**src/rtl/row_request_generator.sv**
```systemverilog
// ---------------------------------------------------------------------------
// row_request_generator
//
// Producer stage that sits in front of the relational-cache request queue.
// A start pulse walks a table row by row and, inside each row, column by
// column. For every (row, column) pair it pushes the absolute address of
// that column field: row_ptr + column_offsets[col]. Pushes are withheld
// while the queue reports full. A one-cycle done pulse follows the final
// accepted address.
//
// Ports
//   clock, reset     system clock, synchronous active-high reset
//   start            single-cycle start pulse, honoured only in IDLE
//   base_address     address of row 0
//   row_size         byte stride between consecutive rows
//   row_count        number of rows to walk
//   column_count     columns per row (clamped to MAX_COLUMNS)
//   column_offsets   packed per-column byte offsets, column c in
//                    bits [c*REGISTER_SIZE +: REGISTER_SIZE]
//   queue_full       downstream queue full flag
//   push_value       address presented to the queue
//   push_valid       queue write strobe (every asserted cycle is a push)
//   last_request     marks the final address of the walk
//   busy             high while addresses are being generated
//   done             one-cycle completion pulse
//   issued_count     addresses pushed since the last accepted start
// ---------------------------------------------------------------------------
module row_request_generator #(
    parameter int ADDR_SIZE     = 32,
    parameter int REGISTER_SIZE = 32,
    parameter int MAX_COLUMNS   = 4
) (
    input  logic                                 clock,
    input  logic                                 reset,
    input  logic                                 start,
    input  logic [ADDR_SIZE-1:0]                 base_address,
    input  logic [ADDR_SIZE-1:0]                 row_size,
    input  logic [REGISTER_SIZE-1:0]             row_count,
    input  logic [$clog2(MAX_COLUMNS):0]         column_count,
    input  logic [MAX_COLUMNS*REGISTER_SIZE-1:0] column_offsets,
    input  logic                                 queue_full,
    output logic [ADDR_SIZE-1:0]                 push_value,
    output logic                                 push_valid,
    output logic                                 last_request,
    output logic                                 busy,
    output logic                                 done,
    output logic [REGISTER_SIZE-1:0]             issued_count
);

    localparam int CW = $clog2(MAX_COLUMNS) + 1;

    typedef enum logic [1:0] {
        S_IDLE = 2'd0,
        S_RUN  = 2'd1,
        S_DONE = 2'd2
    } state_t;

    state_t                   state_q;

    // Configuration captured at start so later input changes are ignored.
    logic [ADDR_SIZE-1:0]     row_size_q;
    logic [REGISTER_SIZE-1:0] row_count_q;
    logic [CW-1:0]            colcnt_q;
    logic [REGISTER_SIZE-1:0] offsets_q [MAX_COLUMNS];

    // Walk position.
    logic [ADDR_SIZE-1:0]     row_ptr_q;
    logic [REGISTER_SIZE-1:0] row_idx_q;
    logic [CW-1:0]            col_idx_q;
    logic [REGISTER_SIZE-1:0] issued_count_q;

    // Unpacked view of the offset bus.
    logic [REGISTER_SIZE-1:0] offsets_w [MAX_COLUMNS];

    generate
        for (genvar gi = 0; gi < MAX_COLUMNS; gi++) begin : g_offsets
            assign offsets_w[gi] = column_offsets[gi*REGISTER_SIZE +: REGISTER_SIZE];
        end
    endgenerate

    logic [CW-1:0]            colcnt_eff;
    logic                     in_run;
    logic                     push;
    logic                     last_col;
    logic                     last_row;
    logic [REGISTER_SIZE-1:0] sel_offset;
    logic [CW-1:0]            col_idx_d;
    logic [REGISTER_SIZE-1:0] row_idx_d;
    logic [ADDR_SIZE-1:0]     row_ptr_d;

    assign colcnt_eff = (column_count > CW'(MAX_COLUMNS)) ? CW'(MAX_COLUMNS) : column_count;

    // Outputs are forced quiet while reset is asserted, even mid-walk.
    assign in_run   = (state_q == S_RUN) && !reset;
    assign push     = in_run && !queue_full;
    assign last_col = (col_idx_q == colcnt_q - CW'(1));
    assign last_row = (row_idx_q == row_count_q - REGISTER_SIZE'(1));

    // Offset select written as an explicit compare mux so the column index
    // can stay wider than a bare array index.
    always_comb begin
        sel_offset = '0;
        for (int c = 0; c < MAX_COLUMNS; c++) begin
            if (col_idx_q == CW'(c)) begin
                sel_offset = offsets_q[c];
            end
        end
    end

    // Position after a push: next column, or wrap to column 0 of next row.
    // The row pointer advances by accumulation, so it wraps naturally.
    always_comb begin
        col_idx_d = col_idx_q + CW'(1);
        row_idx_d = row_idx_q;
        row_ptr_d = row_ptr_q;
        if (last_col) begin
            col_idx_d = '0;
            row_idx_d = row_idx_q + REGISTER_SIZE'(1);
            row_ptr_d = row_ptr_q + row_size_q;
        end
    end

    assign push_valid   = push;
    assign push_value   = in_run ? (row_ptr_q + ADDR_SIZE'(sel_offset)) : '0;
    assign last_request = push && last_row && last_col;
    assign busy         = (state_q == S_RUN) && !reset;
    assign done         = (state_q == S_DONE) && !reset;
    assign issued_count = issued_count_q;

    always_ff @(posedge clock) begin
        if (reset) begin
            state_q        <= S_IDLE;
            row_size_q     <= '0;
            row_count_q    <= '0;
            colcnt_q       <= '0;
            row_ptr_q      <= '0;
            row_idx_q      <= '0;
            col_idx_q      <= '0;
            issued_count_q <= '0;
            for (int c = 0; c < MAX_COLUMNS; c++) begin
                offsets_q[c] <= '0;
            end
        end else begin
            case (state_q)
                S_IDLE: begin
                    if (start) begin
                        row_size_q     <= row_size;
                        row_count_q    <= row_count;
                        colcnt_q       <= colcnt_eff;
                        row_ptr_q      <= base_address;
                        row_idx_q      <= '0;
                        col_idx_q      <= '0;
                        issued_count_q <= '0;
                        for (int c = 0; c < MAX_COLUMNS; c++) begin
                            offsets_q[c] <= offsets_w[c];
                        end
                        // An empty walk still produces its done pulse.
                        if (row_count == '0 || colcnt_eff == '0) begin
                            state_q <= S_DONE;
                        end else begin
                            state_q <= S_RUN;
                        end
                    end
                end
                S_RUN: begin
                    if (push) begin
                        col_idx_q      <= col_idx_d;
                        row_idx_q      <= row_idx_d;
                        row_ptr_q      <= row_ptr_d;
                        issued_count_q <= issued_count_q + REGISTER_SIZE'(1);
                        if (last_row && last_col) begin
                            state_q <= S_DONE;
                        end
                    end
                end
                S_DONE: begin
                    state_q <= S_IDLE;
                end
                default: begin
                    state_q <= S_IDLE;
                end
            endcase
        end
    end

endmodule

```
**config.mk**
```make
export PLATFORM = sky130hd
export DESIGN_NAME = row_request_generator
export DESIGN_NICKNAME = d
export VERILOG_FILES = /design/src/rtl/row_request_generator.sv
export SDC_FILE = /design/constraint.sdc
export NUM_CORES = 1
export LEC_CHECK = 0
export CAP_MARGIN = 20
export CORE_MARGIN = 3
export CORE_UTILIZATION = 49
export DETAILED_ROUTE_END_ITERATION = 10
export GPL_ROUTABILITY_DRIVEN = 0
export HOLD_SLACK_MARGIN = 0.08
export PLACE_DENSITY_LB_ADDON = 0.3
export SLEW_MARGIN = 30
export SYNTH_ARGS = -nofsm -noshare
export SYNTH_HDL_FRONTEND = slang
export SYNTH_SLANG_ARGS = --single-unit
```
**constraint.sdc**
```tcl
create_clock -name clock -period 6 [get_ports clock]
set_input_delay 0.6 -clock clock [delete_from_list [all_inputs] [get_ports clock]]
set_output_delay 0.6 -clock clock [all_outputs]
set_load 0.02 [all_outputs]
```
==> impl_metrics.ini, run 1 <==
[pwr]
power_density_mw_per_mm2 = 266
vdd_drop_max_mv = 0.183
combPwrFrac_pct = 21.0
leakage_uw = 0.00808
clkPwrFrac_pct = 36.9
p_int_uw = 4050
switching_share_pct = 28.3
power.switching_uw = 1600
seqPwrFrac_pct = 42.0

[cts]
h-tree-depth = 2
clk_latency_ns = 0.51
postCtsSetupBuffers = 0
cts_tree = yes
clk_pin_slew_ns = 0.06
cts.sinks = 296
clockRootBuffer = clkbuf_16
cts_buffers = 35
cts_buffer_depth = 3

[die]
ios = 299
placementRows = 67
die-area_mm2 = 0.0365
coreArea_mm2 = 0.0336
fp.dieW_um = 191
fp.dieH_um = 191
start_util_pct = 49.9

[timing]
final.setup.worst_slack_ns = -0.0223
clock_skew_ns = 0.0191
hold_violations = 0
max_freq_mhz = 166
worst_slew_pin_slew_ns = 0.977
relSlewSlack_pct = 34.9
finalSetupViolations = 1
rsz0062_at_grt = yes
fin_crit_sh_pct = 100
final_max_slew_viol_count = 0
period_needed_ns = 6.02

[status]
status = complete, but fails checks
violations = setup timing

[synth]
yosys.area.top_type = edfxtp_1
syn_nets = 2212
netlist_top_cells_count = 266 x nand2_1, 168 x dfxtp_1, 160 x nor2_1
async_flop_share_pct = 0
ys_top_cells_by_area = edfxtp_1 23%, dfxtp_1 20%, nand2_1 6.0%
ys_warn_count = 0
synth_ff_type = dfxtp_1
yosys.area.top_type_share_pct = 22.9
ys_types = 73
ys_ff_latch = 296
synth_area_mm2 = 0.0168
netlist_instances = 1908
ys_seq_area_share_pct = 43.0
synth_area_per_cell_um2 = 8.79
synth_edf_count = 128
yosysMostFrequentCell = nand2_1

[finish]
layout.nets = 2459
regArea_mm2 = 0.00721
drive_above_1_share_pct = 4.36
fin_util_pct = 63.3
n_antenna_cell = 0
multiInputGateArea_mm2 = 0.00907
area_growth_pct = 26.7
fill_cells = 2775
instances_no_fill = 2625

[setup_path]
worstPathCellList = inv_1, ha_1, nor2b_2, buf_4, a221o_1, o21ai_0, o21ai_0, ha_1, and4_1, o2bb2ai_1, a211o_1, a311o_1, a31oi_1, o21bai_1, a41oi_1, xor2_1, nor2_1, clkdlybuf4s50_1
r2r_cells = 10
crit_required_ns = 5.40
max_stage_delay_ns = 0.65
cp_max_fo = 14
startpoint_type = flop
arrival_ns = 5.42
r2r-end = row_idx_q[31]$_SDFFE_PP0P_
r2r-start = colcnt_q[0]$_SDFFE_PP0P_
r2r_slack_ns = 2.58
end_kind = primary output
cpMaxStageDelayCell = clkdlybuf4s50_1
path_class = reg -> out

[grt]
grt_max_degree = 130
overflow = 0
grt_pass1_vias = 14300
grt_pass1_wl_um = 74500
grtUsageTotal_pct = 25.5
grt_antenna_before_repair = 0

[route]
wl_um = 48900
drtAntennaViolNets = 0
drtPass1Iterations = 6
wire_per_inst_um = 18.6
viasPerCell = 5.72
drt_iter0_drc = 1116
drc = 0
num_vias = 15000

[placement]
dp_cells = 2565
place.port_buffers = 298
hpwl_um = 36300

[hold_path]
hold_depth = 2
min-delay-start = row_size_q[9]$_SDFFE_PP0P_
hold_path_end = row_size_q[9]$_SDFFE_PP0P_
hold_path_class = reg -> reg

[job]
maxCapViolations = 0
[critical path, delay by kind of cell, from the launching register on]
family,cells,cell delay (ns)
adders and majority gates,2,0.52
buffers and inverters,3,1.03
AOI/OAI and AO/OA,9,2.07
DFF,1,0.36
xor gates and xnor gates,1,0.11
and+or+nand+nor,3,0.81
[layer usage]
metal | GRT usage (%) | up-vias | routed length, um
met4 | 10.7 | 0 | 2110
li1 | - | 7292 | -
met5 | 0 | - | 0
met3 | 4.14 | 124 | 3010
met2 | 43.3 | 546 | 23500
met1 | 32.3 | 7054 | 20300
[cell type report]
class | count | area share [%]
multi-input combinational | 1465 | 42.7
tap | 448 | 2.64
sequential | 296 | 33.9
timing repair buffer | 316 | 14.9
inverter | 41 | 0.730
clock inverter | 12 | 0.641
clock buffer | 47 | 4.57
[per-stage QoR]
| step | setup slack [ns] | total power, uW | setup TNS (ns) | area, um^2 | hold slack (ns) |
|---|---|---|---|---|---|
| finish | -0.0223 | 5650 | -0.0223 | 21300 | 0.461 |
| global route | -0.212 | 5880 | -0.564 | 21300 | 0.479 |
| CTS | 0.0256 | 5660 | 0 | 21200 | 0.457 |
| detailed placement | 0.513 | 3580 | 0 | 20100 | 0.451 |
| global placement | 0.665 | 3550 | 0 | 20100 | 0.447 |
| floorplan | 0.318 | 3140 | 0 | 16800 | 0.432 |
[cells in the final DEF (no fill, tap or decap), types with 14 or more instances in the layout]
cell type	count
nand3_1	48
ha_1	70
and3_1	15
xor2_1	71
nor2_1	159
o21ai_0	103
clkbuf_16	36
a21o_1	22
inv_1	40
dfxtp_1	168
nand2_1	265
a211oi_1	19
nor3_1	32
buf_4	15
and2_1	134
xnor2_1	76
nor4_1	22
nand2b_1	19
a31oi_1	14
a221o_1	31
nand4_1	30
edfxtp_1	128
clkdlybuf4s50_1	293
a21oi_1	153
a311oi_1	19
[registers in the layout, indices dropped and copies added (netlist names)]
register	count
row_count_q	32
offsets_q	128
colcnt_q	3
row_ptr_q	32
row_idx_q	32
issued_count	32
row_size_q	32
state_q	2
col_idx_q	3
[power groups by stage]
stage	Sequential [uW]	Combinational [uW]	Clock, uW
2_1_floorplan	2370	775	0
3_3_place_gp	2420	1130	0
3_5_place_dp	2420	1160	0
4_1_cts	2380	1170	2120
5_1_grt	2390	1300	2200
6_report	2380	1190	2090
[kinds of logic after synthesis]
family,count (synthesis),synth area share [%]
and+or+nand+nor,803,23.8
AOI/OAI and AO/OA,437,16.4
DFF,296,43.0
xor gates and xnor gates,147,7.67
buffers and inverters,147,3.36
adders and majority gates,73,5.53
muxes,5,0.306
[what timing repair did]
action | in CTS | in global routing
gates resized for setup | 1 | 10
endpoints found under the setup margin | 1 | 11
hold buffers | 0 | 0
endpoints found under the hold margin | 0 | 0
[worst max-delay path by stage]
stage,startpoint,endpoint,slack [ns],cells past startpoint
floorplan,start,offsets_q[0][0]$_SDFFCE_PN0P_,0.32,5
global placement,col_idx_q[1]$_SDFFE_PP0P_,push_value[28],0.66,20
detailed placement,col_idx_q[1]$_SDFFE_PP0P_,push_value[28],0.51,20
CTS,col_idx_q[1]$_SDFFE_PP0P_,push_value[28],0.03,20
global route,col_idx_q[1]$_SDFFE_PP0P_,push_value[23],-0.21,18
finish,col_idx_q[1]$_SDFFE_PP0P_,push_value[23],-0.02,18
No activity file was read; power rests on OpenSTA's default activity.
==> run 2: changes to the inputs <==
--- a/config.mk
+++ b/config.mk
@@ -5,7 +5,7 @@
 export SDC_FILE = /design/constraint.sdc
 export NUM_CORES = 1
 export LEC_CHECK = 0
-export CAP_MARGIN = 20
+export CAP_MARGIN = 15
 export CORE_MARGIN = 3
 export CORE_UTILIZATION = 49
 export DETAILED_ROUTE_END_ITERATION = 10
==> results of run 2 <==
Final layout, timing and power as in run 1 (identical DEF).
==> run 3: changes to the inputs <==
--- a/config.mk
+++ b/config.mk
@@ -6,6 +6,7 @@
 export NUM_CORES = 1
 export LEC_CHECK = 0
 export CAP_MARGIN = 15
+export CORE_ASPECT_RATIO = 0.8
 export CORE_MARGIN = 3
 export CORE_UTILIZATION = 49
 export DETAILED_ROUTE_END_ITERATION = 10
==> constraint.sdc (replaced) <==
create_clock -name clock -period 6 [get_ports clock]
set_input_delay 0.9 -clock clock [delete_from_list [all_inputs] [get_ports clock]]
set_output_delay 0.9 -clock clock [all_outputs]
set_load 0.02 [all_outputs]
==> impl_metrics.ini, run 3 (synthesized netlist as in run 1, its figures left out) <==
[status]
status = completed

[die]
ios = 299
die-area_mm2 = 0.0365
fp.dieW_um = 213
placementRows = 59
fp.dieH_um = 172
start_util_pct = 50.6
coreArea_mm2 = 0.0331

[finish]
drive_above_1_share_pct = 5.28
largest_reg_flops = 128
top_register = offsets_q
area_growth_pct = 27.2
layout_commonest_cell = clkdlybuf4s50_1
final_cell_mix = 285 x clkdlybuf4s50_1, 265 x nand2_1, 167 x dfxtp_1, 159 x nor2_1, 151 x a21oi_1
layout.nets = 2460
final_cell_area_mm2 = 0.0213

[setup_path]
end_kind = primary output
arrival_ns = 4.92
startpoint_type = flop
crit_required_ns = 5.10
cp_max_fo = 16
r2r_cells = 9
r2r-start = state_q[0]$_SDFFE_PP0P_
r2r-end = row_idx_q[31]$_SDFFE_PP0P_
cp-endpoint = push_value[13]
path_class = reg -> out
r2r_slack_ns = 2.24
cp-startpoint = col_idx_q[0]$_SDFFE_PP0P_

[cts]
cts_buffers = 31
clk_pin_slew_ns = 0.06
holdBufCountCts = 0
clk_latency_ns = 0.57
cts.sinks = 296
cts_tree = yes
clockRootBuffer = clkbuf_16
h-tree-depth = 1
cts_buffer_depth = 3

[job]
maxCapViolations = 0

[pwr]
leakage_uw = 0.00815
total_power_uw = 5720
power_density_mw_per_mm2 = 268
vdd_drop_max_mv = 0.247

[route]
viasPerCell = 5.84
wl_um = 51100
wire_per_inst_um = 19.6
drc = 0
num_vias = 15200
drt_iter0_drc = 1328
drtAntennaViolNets = 0
drtPass1Iterations = 6

[timing]
max_freq_mhz = 172
worst_slew_pin_slew_ns = 0.947
fin_crit_sh_pct = 97.0
clock_skew_ns = 0.0192
setup_tns_ns = 0
relSlewSlack_pct = 36.9
hold_violations = 0
period_needed_ns = 5.82
finalSetupViolations = 0
hold_slack_ns = 0.463
final_max_slew_viol_count = 0

[hold_path]
hold_path_class = reg -> reg
min-delay-start = row_size_q[6]$_SDFFE_PP0P_

[grt]
grt_antenna_before_repair = 3
overflow = 0
grt_pass1_vias = 14200
grt_max_degree = 88
grt_pass1_wl_um = 76600
grtUsageTotal_pct = 26.3

[placement]
place.port_buffers = 298
hpwl_um = 37200
post_dp_cell_area_mm2 = 0.0201
[run 3: where the power goes]
group / internal [uW] / switching, uW / total, uW
Sequential: 2260 / 111 / 2370
Clock: 1330 / 815 / 2140
Combinational: 530 / 681 / 1210
Total: 4120 / 1610 / 5720
[run 3: area by class of cell]
| type | count | area (um^2) |
|---|---|---|
| fill | 2713 | 11800 |
| multi-input combinational | 1465 | 9110 |
| sequential | 296 | 7210 |
| timing repair buffer | 321 | 3190 |
| clock buffer | 35 | 791 |
| tap | 427 | 534 |
| clock inverter | 22 | 339 |
| inverter | 41 | 155 |
| antenna | 3 | 7.51 |
[run 3: critical path: stages (launching register included)]
cell	delay (ns)
dfxtp_1	0.42
inv_1	0.12
ha_1	0.22
nor3b_4	0.16
clkbuf_16	0.20
a221o_1	0.34
o21ai_0	0.08
o21ai_0	0.12
ha_1	0.37
and4_1	0.27
o2bb2ai_1	0.16
a211o_1	0.32
a311o_1	0.41
a31oi_2	0.26
xnor2_1	0.09
nor2_1	0.15
clkdlybuf4s50_1	0.65
[run 3: how the worst min path moves through the flow]
stage,endpoint,depth (start not counted)
finish,row_size_q[6]$_SDFFE_PP0P_,2
global route,row_size_q[6]$_SDFFE_PP0P_,2
CTS,row_size_q[6]$_SDFFE_PP0P_,2
detailed placement,row_size_q[6]$_SDFFE_PP0P_,2
global placement,row_size_q[17]$_SDFFE_PP0P_,2
floorplan,colcnt_q[1]$_SDFFE_PP0P_,2
[run 3: timing repair]
item                                    CTS  global route
endpoints found under the setup margin    8            15
setup buffers                             0             2
gates resized for setup                   7            36
pin swaps                                 0             1
cloned                                    0             1
[run 3: per-layer routing]
layer	up-vias	global-route usage, %	wire length, um
li1	7294	-	-
met1	7210	37.3	22300
met2	640	41.6	23400
met3	86	4.80	4180
met4	0	7.11	1230
met5	-	0	0
[run 3: stage by stage]
step           instances  util [%]  setup WS [ns]
5_1_grt             2610      64.4        -0.0542
6_report            2610      64.4          0.180
3_5_place_dp        2547      60.7          0.242
3_3_place_gp        2547      60.7          0.379
4_1_cts             2604      64.1         -0.124
2_1_floorplan       1908         -         0.0182
